==> config.mk <==
export PLATFORM = sky130hd
export DESIGN_NAME = multicycle_ctrl_flat
export DESIGN_NICKNAME = d
export VERILOG_FILES = /design/src/rtl/ctrl_pkg.sv /design/src/rtl/multicycle_ctrl_if.sv /design/src/rtl/ctrl_decode.sv /design/src/rtl/multicycle_ctrl.sv /design/src/flat_wrapper.sv
export SDC_FILE = /design/constraint.sdc
export NUM_CORES = 1
export LEC_CHECK = 0
export ABC_AREA = 1
export CAP_MARGIN = 10
export CORE_ASPECT_RATIO = 0.5
export CORE_MARGIN = 4
export CORE_UTILIZATION = 30
export DETAILED_ROUTE_END_ITERATION = 12
export GPL_ROUTABILITY_DRIVEN = 1
export HOLD_SLACK_MARGIN = 0.02
export PLACE_DENSITY_LB_ADDON = 0.12
export SYNTH_ARGS = -nofsm -noshare
export SYNTH_HDL_FRONTEND = slang
export SYNTH_HIERARCHICAL = 1
export SYNTH_SLANG_ARGS = --single-unit
export TNS_END_PERCENT = 5
==> constraint.sdc <==
create_clock -name clk -period 3.4 [get_ports clk]
set_input_delay 0.68 -clock clk [delete_from_list [all_inputs] [get_ports clk]]
set_output_delay 0.68 -clock clk [all_outputs]
set_load 0.05 [all_outputs]
==> src/rtl/ctrl_pkg.sv <==
// Shared constants and types for the multi-cycle control sequencer.
package ctrl_pkg;

    // Opcodes outside the R-type (00xxxx) and immediate (01xxxx) classes
    localparam logic [5:0] OP_LW   = 6'b100000;
    localparam logic [5:0] OP_SW   = 6'b100001;
    localparam logic [5:0] OP_BEQ  = 6'b100010;
    localparam logic [5:0] OP_BNE  = 6'b100011;
    localparam logic [5:0] OP_CALL = 6'b100100;
    localparam logic [5:0] OP_RET  = 6'b100101;
    localparam logic [5:0] OP_HALT = 6'b111111;

    localparam logic [4:0] ALU_ADD = 5'h00;
    localparam logic [4:0] ALU_SUB = 5'h01;

    typedef enum logic [2:0] {
        StIdle,
        StFetch,
        StDecode,
        StExec,
        StMem,
        StWb,
        StHalt,
        StTrap
    } state_e;

    typedef enum logic [2:0] {
        CauseNone       = 3'd0,
        CauseIllegal    = 3'd1,
        CauseRetUnder   = 3'd2,
        CauseCallOver   = 3'd3,
        CauseMemTimeout = 3'd4
    } cause_e;

    // One-hot instruction class produced by ctrl_decode
    typedef struct packed {
        logic alu;
        logic imm;
        logic lw;
        logic sw;
        logic beq;
        logic bne;
        logic call;
        logic ret;
        logic halt;
        logic illegal;
    } op_class_t;

endpackage

==> src/rtl/multicycle_ctrl_if.sv <==
// Controller <-> datapath signal bundle. master = sequencer, slave = datapath side.
interface multicycle_ctrl_if;
    logic        run;
    logic [5:0]  op;
    logic        zero;
    logic        mem_ack;

    logic        RegDst;
    logic        ALUSrc;
    logic        Mem2Reg;
    logic        MemRead;
    logic        MemWrite;
    logic        RegWrite;
    logic        PCSrc;
    logic        push;
    logic        pop;
    logic [4:0]  ALUOp;
    logic        pc_we;
    logic        mem_req;
    logic        halted;
    logic        trap;
    logic [2:0]  trap_cause;
    logic [31:0] instr_count;

    modport master (
        input  run, op, zero, mem_ack,
        output RegDst, ALUSrc, Mem2Reg, MemRead, MemWrite, RegWrite, PCSrc, push, pop,
        output ALUOp, pc_we, mem_req, halted, trap, trap_cause, instr_count
    );

    modport slave (
        output run, op, zero, mem_ack,
        input  RegDst, ALUSrc, Mem2Reg, MemRead, MemWrite, RegWrite, PCSrc, push, pop,
        input  ALUOp, pc_we, mem_req, halted, trap, trap_cause, instr_count
    );
endinterface

==> src/rtl/ctrl_decode.sv <==
// Combinational opcode decoder: opcode -> instruction class and ALU function.
module ctrl_decode
    import ctrl_pkg::*;
(
    input  logic [5:0] op_i,
    output op_class_t  cls_o,
    output logic [4:0] alu_op_o
);

    // Classify opcode and pick the ALU function for its EXEC step
    always_comb begin
        cls_o    = '0;
        alu_op_o = ALU_ADD;
        case (op_i[5:4])
            2'b00: begin
                cls_o.alu = 1'b1;
                alu_op_o  = {1'b0, op_i[3:0]};
            end
            2'b01: begin
                cls_o.imm = 1'b1;
                alu_op_o  = {1'b0, op_i[3:0]};
            end
            default: begin
                case (op_i)
                    OP_LW:   cls_o.lw   = 1'b1;
                    OP_SW:   cls_o.sw   = 1'b1;
                    OP_BEQ:  begin cls_o.beq = 1'b1; alu_op_o = ALU_SUB; end
                    OP_BNE:  begin cls_o.bne = 1'b1; alu_op_o = ALU_SUB; end
                    OP_CALL: cls_o.call = 1'b1;
                    OP_RET:  cls_o.ret  = 1'b1;
                    OP_HALT: cls_o.halt = 1'b1;
                    default: cls_o.illegal = 1'b1;
                endcase
            end
        endcase
    end

endmodule

==> src/rtl/multicycle_ctrl.sv <==
// Multi-cycle control sequencer (FETCH/DECODE/EXEC/MEM/WB) with call-depth and trap tracking.
// Optional memory-wait watchdog enabled by defining CTRL_MEM_TIMEOUT_EN.
module multicycle_ctrl
    import ctrl_pkg::*;
#(
    parameter int unsigned TIMEOUT_W = 8
) (
    input logic                clk,
    input logic                reset,
    multicycle_ctrl_if.master  bus
);

    state_e      state_q, state_d;
    logic [5:0]  op_q, op_d;
    logic        depth_q, depth_d;
    cause_e      cause_q, cause_d;
    logic [31:0] count_q, count_d;

    op_class_t   cls;
    logic [4:0]  alu_op;
    logic [5:0]  dec_op;
    logic        timeout;
    state_e      st_end;

    logic regdst, alusrc, mem2reg, memread, memwrite, regwrite, pcsrc, push, pop, pc_we;
    logic [4:0] aluop;

    // DECODE routes on the live opcode (op_q is only written at its end); later states use op_q
    assign dec_op = (state_q == StDecode) ? bus.op : op_q;

    ctrl_decode u_decode (
        .op_i     (dec_op),
        .cls_o    (cls),
        .alu_op_o (alu_op)
    );

    assign st_end = bus.run ? StFetch : StIdle;

`ifdef CTRL_MEM_TIMEOUT_EN
    localparam logic [TIMEOUT_W-1:0] WaitLast = ~TIMEOUT_W'(1);

    logic [TIMEOUT_W-1:0] wait_q, wait_d;

    // Watchdog: held at zero outside MEM, counts MEM cycles without an ack
    always_comb begin
        wait_d = wait_q;
        if (state_q != StMem) begin
            wait_d = '0;
        end else if (!bus.mem_ack) begin
            wait_d = wait_q + 1'b1;
        end
    end

    // Watchdog register
    always_ff @(posedge clk) begin
        if (reset) begin
            wait_q <= '0;
        end else begin
            wait_q <= wait_d;
        end
    end

    // Fires on the cycle the counter would reach all-ones
    assign timeout = (state_q == StMem) && !bus.mem_ack && (wait_q == WaitLast);
`else
    assign timeout = 1'b0;
`endif

    // State and architectural registers
    always_ff @(posedge clk) begin
        if (reset) begin
            state_q <= StIdle;
            op_q    <= '0;
            depth_q <= 1'b0;
            cause_q <= CauseNone;
            count_q <= '0;
        end else begin
            state_q <= state_d;
            op_q    <= op_d;
            depth_q <= depth_d;
            cause_q <= cause_d;
            count_q <= count_d;
        end
    end

    // Next-state, opcode latch, call depth, trap cause and retire counter
    always_comb begin
        state_d = state_q;
        op_d    = op_q;
        depth_d = depth_q;
        cause_d = cause_q;
        count_d = pc_we ? count_q + 32'd1 : count_q;
        unique case (state_q)
            StIdle:   if (bus.run) state_d = StFetch;
            StFetch:  state_d = StDecode;
            StDecode: begin
                op_d = bus.op;
                if (cls.illegal) begin
                    state_d = StTrap;
                    cause_d = CauseIllegal;
                end else if (cls.ret && !depth_q) begin
                    state_d = StTrap;
                    cause_d = CauseRetUnder;
                end else if (cls.call && depth_q) begin
                    state_d = StTrap;
                    cause_d = CauseCallOver;
                end else if (cls.halt) begin
                    state_d = StHalt;
                end else begin
                    state_d = StExec;
                end
            end
            StExec: begin
                if (cls.alu || cls.imm) begin
                    state_d = StWb;
                end else if (cls.lw || cls.sw) begin
                    state_d = StMem;
                end else begin
                    state_d = st_end;
                end
                if (cls.call) depth_d = 1'b1;
                if (cls.ret)  depth_d = 1'b0;
            end
            StMem: begin
                if (bus.mem_ack) begin
                    state_d = cls.lw ? StWb : st_end;
                end else if (timeout) begin
                    state_d = StTrap;
                    cause_d = CauseMemTimeout;
                end
            end
            StWb:    state_d = st_end;
            StHalt:  state_d = StHalt;
            StTrap:  state_d = StTrap;
            default: state_d = StIdle;
        endcase
    end

    // Moore control decode; only PCSrc (zero) and pc_we in MEM (mem_ack) see inputs directly
    always_comb begin
        regdst   = 1'b0;
        alusrc   = 1'b0;
        mem2reg  = 1'b0;
        memread  = 1'b0;
        memwrite = 1'b0;
        regwrite = 1'b0;
        pcsrc    = 1'b0;
        push     = 1'b0;
        pop      = 1'b0;
        pc_we    = 1'b0;
        aluop    = ALU_ADD;
        unique case (state_q)
            StExec, StWb: begin
                if (cls.alu || cls.imm) begin
                    aluop    = alu_op;
                    regdst   = cls.alu;
                    alusrc   = cls.imm;
                    regwrite = (state_q == StWb);
                    pc_we    = (state_q == StWb);
                end else if (cls.lw && state_q == StWb) begin
                    memread  = 1'b1;
                    mem2reg  = 1'b1;
                    regwrite = 1'b1;
                    pc_we    = 1'b1;
                end else if (cls.lw || cls.sw) begin
                    aluop  = ALU_ADD;
                    alusrc = 1'b1;
                end else if (cls.beq || cls.bne) begin
                    aluop = alu_op;
                    pcsrc = cls.beq ? bus.zero : ~bus.zero;
                    pc_we = 1'b1;
                end else if (cls.call) begin
                    push  = 1'b1;
                    pcsrc = 1'b1;
                    pc_we = 1'b1;
                end else if (cls.ret) begin
                    pop   = 1'b1;
                    pc_we = 1'b1;
                end
            end
            StMem: begin
                memread  = cls.lw;
                memwrite = cls.sw;
                pc_we    = cls.sw && bus.mem_ack;
            end
            default: ;
        endcase
    end

    assign bus.RegDst      = regdst;
    assign bus.ALUSrc      = alusrc;
    assign bus.Mem2Reg     = mem2reg;
    assign bus.MemRead     = memread;
    assign bus.MemWrite    = memwrite;
    assign bus.RegWrite    = regwrite;
    assign bus.PCSrc       = pcsrc;
    assign bus.push        = push;
    assign bus.pop         = pop;
    assign bus.ALUOp       = aluop;
    assign bus.pc_we       = pc_we;
    assign bus.mem_req     = memread | memwrite;
    assign bus.halted      = (state_q == StHalt);
    assign bus.trap        = (state_q == StTrap);
    assign bus.trap_cause  = cause_q;
    assign bus.instr_count = count_q;

endmodule

==> src/flat_wrapper.sv <==
// flat-port wrapper written by rule: the top's interface ports become plain ports
module multicycle_ctrl_flat import ctrl_pkg::*;
#(
    parameter int unsigned TIMEOUT_W = 8
)
  (clk, reset, bus_run, bus_op, bus_zero, bus_mem_ack, bus_RegDst, bus_ALUSrc, bus_Mem2Reg, bus_MemRead, bus_MemWrite, bus_RegWrite, bus_PCSrc, bus_push, bus_pop, bus_ALUOp, bus_pc_we, bus_mem_req, bus_halted, bus_trap, bus_trap_cause, bus_instr_count);
  multicycle_ctrl_if bus_i ();
  input logic clk;
  input logic reset;
  input wire logic [$bits(bus_i.run)-1:0] bus_run;
  input wire logic [$bits(bus_i.op)-1:0] bus_op;
  input wire logic [$bits(bus_i.zero)-1:0] bus_zero;
  input wire logic [$bits(bus_i.mem_ack)-1:0] bus_mem_ack;
  output wire logic [$bits(bus_i.RegDst)-1:0] bus_RegDst;
  output wire logic [$bits(bus_i.ALUSrc)-1:0] bus_ALUSrc;
  output wire logic [$bits(bus_i.Mem2Reg)-1:0] bus_Mem2Reg;
  output wire logic [$bits(bus_i.MemRead)-1:0] bus_MemRead;
  output wire logic [$bits(bus_i.MemWrite)-1:0] bus_MemWrite;
  output wire logic [$bits(bus_i.RegWrite)-1:0] bus_RegWrite;
  output wire logic [$bits(bus_i.PCSrc)-1:0] bus_PCSrc;
  output wire logic [$bits(bus_i.push)-1:0] bus_push;
  output wire logic [$bits(bus_i.pop)-1:0] bus_pop;
  output wire logic [$bits(bus_i.ALUOp)-1:0] bus_ALUOp;
  output wire logic [$bits(bus_i.pc_we)-1:0] bus_pc_we;
  output wire logic [$bits(bus_i.mem_req)-1:0] bus_mem_req;
  output wire logic [$bits(bus_i.halted)-1:0] bus_halted;
  output wire logic [$bits(bus_i.trap)-1:0] bus_trap;
  output wire logic [$bits(bus_i.trap_cause)-1:0] bus_trap_cause;
  output wire logic [$bits(bus_i.instr_count)-1:0] bus_instr_count;
  assign bus_i.run = bus_run;
  assign bus_i.op = bus_op;
  assign bus_i.zero = bus_zero;
  assign bus_i.mem_ack = bus_mem_ack;
  assign bus_RegDst = bus_i.RegDst;
  assign bus_ALUSrc = bus_i.ALUSrc;
  assign bus_Mem2Reg = bus_i.Mem2Reg;
  assign bus_MemRead = bus_i.MemRead;
  assign bus_MemWrite = bus_i.MemWrite;
  assign bus_RegWrite = bus_i.RegWrite;
  assign bus_PCSrc = bus_i.PCSrc;
  assign bus_push = bus_i.push;
  assign bus_pop = bus_i.pop;
  assign bus_ALUOp = bus_i.ALUOp;
  assign bus_pc_we = bus_i.pc_we;
  assign bus_mem_req = bus_i.mem_req;
  assign bus_halted = bus_i.halted;
  assign bus_trap = bus_i.trap;
  assign bus_trap_cause = bus_i.trap_cause;
  assign bus_instr_count = bus_i.instr_count;
  multicycle_ctrl #(.TIMEOUT_W(TIMEOUT_W)) u_core (.clk(clk), .reset(reset), .bus(bus_i));
endmodule
==> metrics.md <==
| Metric | Value |
|---|---|
| Status | `completed` |
| Final ANT Viol Nets | `0` |
| # DRC | `0` |
| Total Power | `2.08 mW` |
| # clock sinks | `44` |
| Clock power frac | `22.4%` |
| Ranking of synthesized cells by area | `dfxtp_1, nand2_1, nor2_1` |
| Slowest CP cell | `clkdlybuf4s50_1` |
| Cts bufs inserted | `5` |
| Final Hold Vio Count | `0` |
| Crit-path max cell delay | `0.45 ns` |
| Nets | `616` |
| # IOs | `between 60 and 70` |
| Switching Power | `0.858 mW` |
| Worst R2R Setup Slack | `between 0.5 and 0.6 ns` |
| Critical path peak fanout | `5` |
| First-pass GRT wire length | `between 10 and 15 mm` |
| Slew Viols, Final | `0` |
| Syn Inst Count | `roughly 530` |
| # rows | `25` |
| Placed wire-length estimate | `between 6 and 7 mm` |
| Detailed-route vias per instance | `4.46` |
| Die area | `approximately 12000 sq um` |
| Mean Syn Cell Area | `5.74 sq um` |
| Fmax | `310 MHz` |
| Diodes inserted | `0` |
| Worst path cell trace | `clkdlybuf4s50_1 -> inv_1 -> a21oi_2 -> inv_2 -> nor2_4 -> nand3_1 -> nor2_2 -> nor2_2 -> inv_1 -> a21oi_1 -> buf_4 -> nor2_1 -> buf_4` |
| Min-delay worst type | `flop to flop` |
| Seq pwr share | `28.2%` |
| Vias in the first global route | `2927` |
| Final-report setup violation count | `0` |
| Area grow syn2layout | `35.9%` |
| Global-route usage over all layers | `14.8%` |
| I/O Buffers | `61` |
| Gate power share | `49.4%` |
| Worst flop-to-flop path endpoint | `u_core/bus.instr_count[16]` |
| Static leakage | `1.68 nW` |
| Startpoint types | `input port` |
| CTS HTree Levels | `2` |
| Design area | `4130 sq um` |
| Gr ovfl total | `0` |
| Antenna violations before repair | `0` |
| CTS tree | `done` |
| RR Startpoint | `u_core/state_q[0]` |
| Clk pin slew, worst setup/hold paths | `approximately 0.060 ns` |
| Switching share of power | `about 41%` |
| Chip Height | `79.1 um` |
| Core area | `9670 sq um` |
| Data required time of the worst path | `2.72 ns` |
| Internal power | `1.23 mW` |
| Synthesized cell area | `~3000 sq um` |
| 1st-pass router iterations | `4` |
| Yosys top cell by area | `dfxtp_1` |
| CP arrival | `2.54 ns` |
| Final core occ | `42.7%` |
| Initial DRC count | `about 160` |
| Critical Path End Type | `primary output` |
| Critical path type | `input port to primary output` |
| Worst-margin pin slew | `roughly 0.88 ns` |
| GPL Wtd Cong | `0.817` |
| Total Wirelength | `around 8.7 mm` |
| Inst Count DP | `between 700 and 800` |
| Clock Path Buffers | `2` |
| Unrepaired setup endpoints after global routing | `yes` |
| Worst Setup SP | `bus_op[5]` |
| Cell variety after synth | `31` |
| Syn Nets | `approximately 540` |
| Root buf cell | `clkbuf_16` |
| Final period util | `94.8%` |
| Worst-Skew Late Latency | `0.29 ns` |
| Die W | `150 um` |
| Worst IR Drop VDD | `between 0.0003 and 0.0004 V` |
| Reg2reg path depth | `18` |
| Total of max-cap violations | `0` |
| DR vias | `3298` |
| Ys Warns | `6` |
| Post-synth top area share | `29.0%` |
| Largest net degree at the start of global routing | `41` |
| Crit path time final | `3.22 ns` |
| Finished Layout Cells | `739` |
| Power per Cell Area | `slightly above 500 nW/um^2` |
| Yosys reg bits | `44` |
| Max-slew headroom | `41.0%` |
| Post-CTS Hold Buffers | `0` |
| Placed inst area | `slightly below 4000 sq um` |
| Layout Skew | `0.00377 ns` |
| Initial Util | `about a third` |
| Layout cells sized above 1 | `13.1%` |
| Critical Path Sink | `bus_ALUOp[2]` |
| Wire per inst | `11.8 um` |
| Sequential fraction of the synthesis area | `29.0%` |
## through the flow
stage | hold WS, ns | setup WS, ns | TNS [ns]
global placement | 0.481 | 0.128 | 0
floorplan | 0.467 | -0.243 | -0.604
finish | 0.496 | 0.176 | 0
CTS | 0.496 | 0.00974 | 0
detailed placement | 0.485 | 0.0852 | 0
global route | 0.519 | -0.0148 | -0.0305
## layout make-up
cell class / instances / area (sq um)
Clock buffer: 6 / 129
Clock inverter: 1 / 5.00
Fill cell: 1074 / 5540
Inverter: 65 / 246
Multi-Input combinational cell: 405 / 1850
Sequential cell: 44 / 883
Tap cell: 135 / 169
Timing Repair Buffer: 83 / 842
## state kept, by name, indices dropped and copies added, names as in the netlist
signal and count:
u_core/depth_q 1, u_core/bus.instr_count 32, u_core/op_q 6, u_core/state_q 3, u_core/bus.trap_cause 2
## cell usage after synthesis, drive strengths merged
library cell    n
nand2         176
nor2          104
inv            65
dfxtp          44
a21oi          41
nand3          26
buf            10
nor3            9
or2             9
xor2            9
a211oi          7
o21ai           7
clkbuf          5
xnor2           4
nand4           3
conb            2
nand3b          2
o211ai          2
a221oi          1
and2            1
ha              1
o221ai          1
## power by group through the flow
stage / Sequential, mW / Clock (mW) / Combinational [mW]
after floorplan: 0.614 / 0 / 0.616
after global placement: 0.595 / 0 / 0.963
after detailed placement: 0.595 / 0 / 0.956
after CTS: 0.586 / 0.488 / 0.973
after global routing: 0.591 / 0.504 / 1.14
final: 0.587 / 0.468 / 1.03
## worst min path at each step
stage          cells past startpoint            from        endpoint
5_1_grt                            2  u_core/depth_q  u_core/depth_q
6_report                           2  u_core/depth_q  u_core/depth_q
4_1_cts                            2  u_core/depth_q  u_core/depth_q
2_1_floorplan                      2  u_core/depth_q  u_core/depth_q
3_3_place_gp                       2  u_core/depth_q  u_core/depth_q
3_5_place_dp                       2  u_core/depth_q  u_core/depth_q
## cell usage in the layout (no fill, tap or decap), types with 2 or more instances in the layout
cell and instances:
or2_2 9, xor2_1 9, a21oi_1 37, clkbuf_16 5, buf_12 8, nand3_2 2, a21oi_2 4, conb_1 2
nand3_1 24, buf_4 28, o21ai_0 5, nand2_1 174, dfxtp_1 42, o211ai_1 2, inv_1 58, nand3b_1 2
xnor2_1 4, clkdlybuf4s50_1 46, a211oi_1 7, nor3_2 2, nor2_2 6, nand4_1 3, nor3_1 7, dfxtp_2 2
inv_2 6, nor2_1 97
## logic make-up (layout without fill, tap and decap cells)
kind of cell             count (synthesis)  count (layout)  synth area share, %
AND/OR/NAND/NOR                        330             330                 44.4
buffers and inverters                   80             155                 11.4
AO/OA/AOI/OAI                           59              59                 10.8
flip-flops                              44              44                 29.0
XOR/XNOR                                13              13                 3.75
other                                    2               2                0.247
adder cells (fa/ha/maj)                  1               1                0.412
## layer usage
metal	up-vias	track usage, %	routed length, um
li1	1787	-	-
met1	1448	21.3	4550
met2	58	22.6	3720
met3	5	3.53	411
met4	0	2.74	49
met5	-	0	0
## repair_timing
| item | CTS | global route |
|---|---|---|
| setup buffers | 0 | 3 |
| pin swaps | 0 | 1 |
| resized for setup | 5 | 10 |
| setup endpoints to repair | 14 | 14 |
## critical path, delay by kind of cell
family / cells / cell delay (ns)
AND/OR/NAND/NOR: 5 / 0.57
AO/OA/AOI/OAI: 2 / 0.24
buffers and inverters: 6 / 1.03
(Power assumes the default switching activity.)
==> patch 1, RTL diff (same settings) <==
Take the reset off `op_q` and load it in a clocked block of its own.
--- a/src/rtl/multicycle_ctrl.sv
+++ b/src/rtl/multicycle_ctrl.sv
@@ -70,17 +70,19 @@
     always_ff @(posedge clk) begin
         if (reset) begin
             state_q <= StIdle;
-            op_q    <= '0;
             depth_q <= 1'b0;
             cause_q <= CauseNone;
             count_q <= '0;
         end else begin
             state_q <= state_d;
-            op_q    <= op_d;
             depth_q <= depth_d;
             cause_q <= cause_d;
             count_q <= count_d;
         end
+    end
+
+    always_ff @(posedge clk) begin
+        op_q <= op_d;
     end
 
     // Next-state, opcode latch, call depth, trap cause and retire counter
Function: same outputs for any inputs over 10 cycles, from zero or initial values and one cycle with reset high; that may be too few to reach the edited logic, so the function may still have changed.
==> patch 1 against the unedited design <==
  * Total power is 4.7% lower
  * Via count is 3.2% lower
  * Sequential share of layout area is 0.60 points higher
  * Wire length is 3.8% lower
  * Global-route usage is 0.25 points lower
  * Design area is 2.7% lower
  * Critical path depth is 4 lower
  * Utilization is 0.34 points lower
  * Setup slack better by 12 ps
  * Count of clock-buffer cells in the layout is 1 higher
  * Synthesized area is 3.5% lower
  * Sequential cell count stayed put
  * Sequential power is 5.1% higher
  * Critical endpoint is now bus_push
  * Highest routed layer unchanged
==> patch 1: results (changes against the unedited design) <==
Critical path
  • WP data arrival: 2530 ps (about the same)
  • R2r worst-path depth: 15 (-3)
  • Worst setup path startpoint: bus_op[1]
  • Crit Path Max Fanout: 8 (+3)
  • R2R Path Start: u_core/state_q[1]

Finish
  • Layout cells sized above 1: 0.1029 (-0.02788)
  • # diodes: 0 (unchanged)
  • Fillers: 1,056 (-1.7%)
  • Nets@finish: 594 (-3.6%)
  • Max reg flops: 32 (unchanged)

Placement
  • Port bufs: 61 (unchanged)
  • GP Congestion: 0.8549 (+4.7%)
  • Place WS: 8.491 ps (-76.75 ps)
  • Hpwl dp: 6568 µm (-1.3%)

Timing
  • Clk_skew: 9.928 ps (+6.157 ps)
  • Final setup fails: 0 (unchanged)
  • Max-Slew Margin vs Limit: 0.4085 (-0.001107)

Min path
  • Min-Delay Path Depth: 2 (unchanged)
  • Hold Crit Start: u_core/depth_q
  • Hold Crit Class: reg -> reg

Routing
  • Drt total wl: 8401 µm (-3.8%)
  • Met2 routed WL: 3781 µm (+1.6%)
  • Iteration-0 DRC count of the detailed router: 137 (-16%)
  • Vias: 3,192 (-3.2%)
  • DR WL met3: 430 µm (+4.6%)
  • DRT met1 WL: 4146 µm (-8.9%)
  • Max Used Layer: met4
  • DRT Pass-1 Iters: 5 (+1)

Global routing
  • First-pass GRT wire length: 13,820 µm (-4.2%)
  • Vias in the first global route: 2,933 (+0.20%)
  • Met1 Usage GRT: 0.1871 (-0.02606)
  • M3 GR Usage: 0.04084 (+0.005492)
  • Met2 Usage GRT: 0.2444 (+0.01886)
  • Largest net degree at the start of global routing: 34 (-17%)
  • Total track usage: 0.1456 (-0.002463)
  • Number of antenna violations at the first check in global routing: 0 (unchanged)

Logic synthesis
  • Net Count, Synth: 525 (-3.0%)
  • Async SR Flop Fraction: 0 (unchanged)
  • Top cells by area, synth: dfxtp_1, nand2_1, nor2_1
  • Seq/Total Area, Yosys: 0.3005 (+0.01040)
  • Predominant post-synthesis flop cell: dfxtp_1
  • Synthesis Warnings: 6 (unchanged)
  • Post-synth cell types: 35 (+13%)
  • Most frequent cells after synthesis: nand2_1, nor2_1, inv_1

Clocking
  • Worst-skew pair later-pin latency: 290 ps (about the same)
  • TritonCTS buffer count: 5 (unchanged)
  • CTS root buf: clkbuf_16
  • Clock slew at reported path FFs: 60 ps (about the same)
  • CTS Buffer Depth: 2 (unchanged)
  • CTS H-tree lvls: 2 (unchanged)
  • Post CTS Setup Buffer Count: 0 (unchanged)

Pwr
  • Peak VDD IR: 318.3 µV (-11%)
  • LEAKAGE: 1.567 nW (-6.6%)

Outcome
  • Status: finished, final reports clean
## patch 1: area by class of cell
class | count | share of cell area
Clock buffer | 7 | 0.03553
Multi-Input combinational cell | 400 | 0.4462
Tap cell | 135 | 0.04207
Clock inverter | 1 | 0.001870
Sequential cell | 44 | 0.2200
Timing Repair Buffer | 76 | 0.2029
Inverter | 55 | 0.05142
## patch 1: what timing repair did
item,in CTS,in global routing
cloned,0,0
setup endpoints to repair,4,12
gates resized for setup,2,10
## patch 1: where the power goes
part	switching [W]	internal, W
Clock	0.000202	0.000293
Sequential	0.0000395	0.000577
Combinational	0.000582	0.000293
## patch 1: through the flow
stage,setup TNS (ps),instances,area [µm²],hold slack [ps]
detailed placement,0,710,3812,491.7
global route,0,718,4015,527.1
finish,0,718,4015,495.6
global placement,0,710,3812,488.3
floorplan,-290.1,513,2938,415.0
CTS,0,718,3974,501.7
## patch 1: worst max-delay path, stage by stage
cell             delay (ps)
clkdlybuf4s50_1         410
nand2_1                  80
nand2_1                 190
nand3_1                 180
nor2_1                   90
nor2_1                  210
inv_1                   150
nor3_1                  360
buf_12                  190
## patch 1: path summary, 6_finish.rpt
check | endpoint | slack (ps)
worst max-delay path | bus_push | 190
worst min-delay path | u_core/depth_q | 500
worst max register to register | u_core/bus.instr_count[11] | 570
worst min register to register | u_core/depth_q | 500
## patch 1: cell families (layout without fill, tap and decap cells)
kind of cell / Yosys count / count (layout) / synth area share
compound gates: 44 / 44 / 0.08110
xor+xnor: 6 / 6 / 0.01793
fa+ha+maj: 1 / 1 / 0.004267
buf+inv: 69 / 139 / 0.1063
flops: 44 / 44 / 0.3005
other cells: 2 / 2 / 0.002562
simple gates: 347 / 347 / 0.4874
==> patch 2, RTL diff (same flow settings) <==
Made on the original files. Add a define of `CTRL_MEM_TIMEOUT_EN`.
--- a/src/rtl/multicycle_ctrl.sv
+++ b/src/rtl/multicycle_ctrl.sv
@@ -1,5 +1,7 @@
 // Multi-cycle control sequencer (FETCH/DECODE/EXEC/MEM/WB) with call-depth and trap tracking.
 // Optional memory-wait watchdog enabled by defining CTRL_MEM_TIMEOUT_EN.
+`define CTRL_MEM_TIMEOUT_EN
+
 module multicycle_ctrl
     import ctrl_pkg::*;
 #(
Behaviour: same outputs for any inputs over 10 cycles, from zero or initial values and one cycle with reset high; that may be too few to reach the edited logic, so the function may still have changed.
==> patch 2 against the unedited design <==
  * Total power rose by 12%
  * Sequential cell count rose by 9
  * Wire length rose by 22%
  * Register-to-register slack barely moved
  * Worst hold slack got worse by 18 ps
  * Synthesized area rose by 14%
  * Clock skew rose by 5.0 ps
  * Die area rose by 13%
  * Setup slack got worse by 36 ps
  * Design area rose by 13%
  * Largest cell class unchanged
  * Largest power group unchanged
==> patch 2: results (changes against the unedited design) <==
Placement
  • Port bufs: 62 (+1.6%)
  • GP Congestion: 0.8478 (+3.8%)
  • Place WS: 29.01 ps (-56.23 ps)
  • Placed Instance Area: 4378 µm² (+11%)
  • Hpwl dp: 8010 µm (+20%)

Clocking
  • CTS root buf: clkbuf_16
  • CTS H-tree lvls: 2 (unchanged)
  • TritonCTS buffer count: 5 (unchanged)
  • CTS Buffer Depth: 2 (unchanged)
  • Worst-skew pair later-pin latency: about 300 ps
  • Clock slew at reported path FFs: approximately 70 ps

Logic synthesis
  • Post-synth cell types: 34 (+9.7%)
  • Top cells by area, synth: dfxtp_1, nand2_1, nor2_1
  • Seq/Total Area, Yosys: 0.3067 (+0.01662)
  • Net Count, Synth: 596 (+10%)
  • Most frequent cells after synthesis: nand2_1, nor2_1, inv_1
  • Synthesis Warnings: 6 (unchanged)
  • Predominant post-synthesis flop cell: dfxtp_1
  • Async SR Flop Fraction: 0 (unchanged)

Critical path
  • CP max stage cell: dfxtp_4
  • Worst path max stage delay: 380 ps (-70 ps)
  • Internal reg-to-reg setup slack: 560 ps (about the same)
  • Worst setup path startpoint: u_core/state_q[0]
  • R2r worst-path depth: 18 (unchanged)
  • Worst path top cell family by delay: simple AND/OR/NAND/NOR gates
  • Worst r2r dst: u_core/bus.instr_count[25]
  • WP data arrival: 2580 ps (+40 ps)
  • Critical Path Sink: bus_PCSrc
  • Crit Path Max Fanout: 8 (+3)

Pwr
  • LEAKAGE: 1.829 nW (+9.1%)
  • Peak VDD IR: 428.4 µV (+19%)

Timing
  • Clk_skew: 8.803 ps (+5.032 ps)
  • Max-Slew Margin vs Limit: 0.4027 (-0.006934)
  • Final Hold Vio Count: 0 (unchanged)
  • Fin crit share: 0.9589 (+0.01061)

Global routing
  • Total track usage: 0.1608 (+0.01265)
  • Largest net degree at the start of global routing: 40 (-2.4%)
  • Vias in the first global route: 3,554 (+21%)
  • First-pass GRT wire length: 18,010 µm (+25%)
  • Number of antenna violations at the first check in global routing: 0 (unchanged)

Routing
  • DRT Pass-1 Iters: 5 (+1)
  • Drt total wl: 10,620 µm (+22%)
  • Vias: 3,837 (+16%)
  • Iteration-0 DRC count of the detailed router: 259 (+58%)

Finish
  • Layout cells sized above 1: 0.1381 (+0.007293)
  • # diodes: 0 (unchanged)
  • Nets@finish: 672 (+9.1%)
  • Max reg flops: 32 (unchanged)

Min path
  • Hold Crit Class: reg -> reg

Outcome
  • Status: finished, final reports clean
## patch 2: changes by cell type after synthesis, moves of 7 or more
cell,before,now
nand2_1,174,164
o21ai_0,7,16
nor2_1,100,109
nand4_1,3,24
dfxtp_1,44,53
a211oi_1,7,0
nand3_1,25,32
## patch 2: where the power goes
| part | internal [W] | switching [W] | leakage [nW] | total (W) |
|---|---|---|---|---|
| combinational | 0.000395 | 0.000641 | 1.32 | 0.00104 |
| sequential | 0.000668 | 0.0000294 | 0.429 | 0.000698 |
| clock | 0.000350 | 0.000257 | 0.0800 | 0.000606 |
## patch 2: cell type report
| class | count | area, µm² |
|---|---|---|
| Fill cell | 1198 | 6456 |
| Multi-Input combinational cell | 444 | 2136 |
| Sequential cell | 53 | 1065 |
| Timing Repair Buffer | 86 | 849.6 |
| Inverter | 68 | 255.2 |
| Tap cell | 145 | 181.4 |
| Clock buffer | 5 | 125.1 |
| Clock inverter | 3 | 46.29 |
## patch 2: worst min-delay path by stage
| stage | from | to | slack, ps | cells past startpoint |
|---|---|---|---|---|
| 6_report | u_core/wait_q[4] | u_core/wait_q[4] | 480 | 1 |
| 3_3_place_gp | u_core/wait_q[4] | u_core/wait_q[4] | 470 | 1 |
| 4_1_cts | u_core/wait_q[4] | u_core/wait_q[4] | 480 | 1 |
| 2_1_floorplan | u_core/wait_q[4] | u_core/wait_q[4] | 440 | 1 |
| 3_5_place_dp | u_core/wait_q[4] | u_core/wait_q[4] | 470 | 1 |
| 5_1_grt | u_core/wait_q[4] | u_core/wait_q[4] | 510 | 1 |
## patch 2: metal layers
layer,share of wire,vias up,global-route usage
met5,0,-,0
met4,0.0097,0,0.03357
met3,0.068,10,0.03947
met2,0.43,99,0.2425
met1,0.49,1733,0.2318
li1,-,1995,-
## patch 2: stage by stage
stage	hold WS [ps]	total power, W	std cells	setup TNS [ps]
finish	478.0	0.002341	804	0
global route	505.3	0.002514	804	-26.29
CTS	476.8	0.002255	801	0
detailed placement	466.9	0.001616	793	0
global placement	465.3	0.001617	793	0
floorplan	444.3	0.001288	582	-775.0
## patch 2: kinds of logic after synthesis
group,count (synthesis),share of synthesized area
adders and majority gates,3,0.01085
buffers and inverters,85,0.09982
xor gates and xnor gates,15,0.03798
other,1,0.001084
AOI/OAI and AO/OA,66,0.1002
and+or+nand+nor,359,0.4434
DFF,53,0.3067
## patch 2: what timing repair did
| item | in CTS | in global routing |
|---|---|---|
| setup endpoints to repair | 12 | 13 |
| pin swaps | 0 | 3 |
| setup buffers | 0 | 3 |
| resized for setup | 5 | 26 |
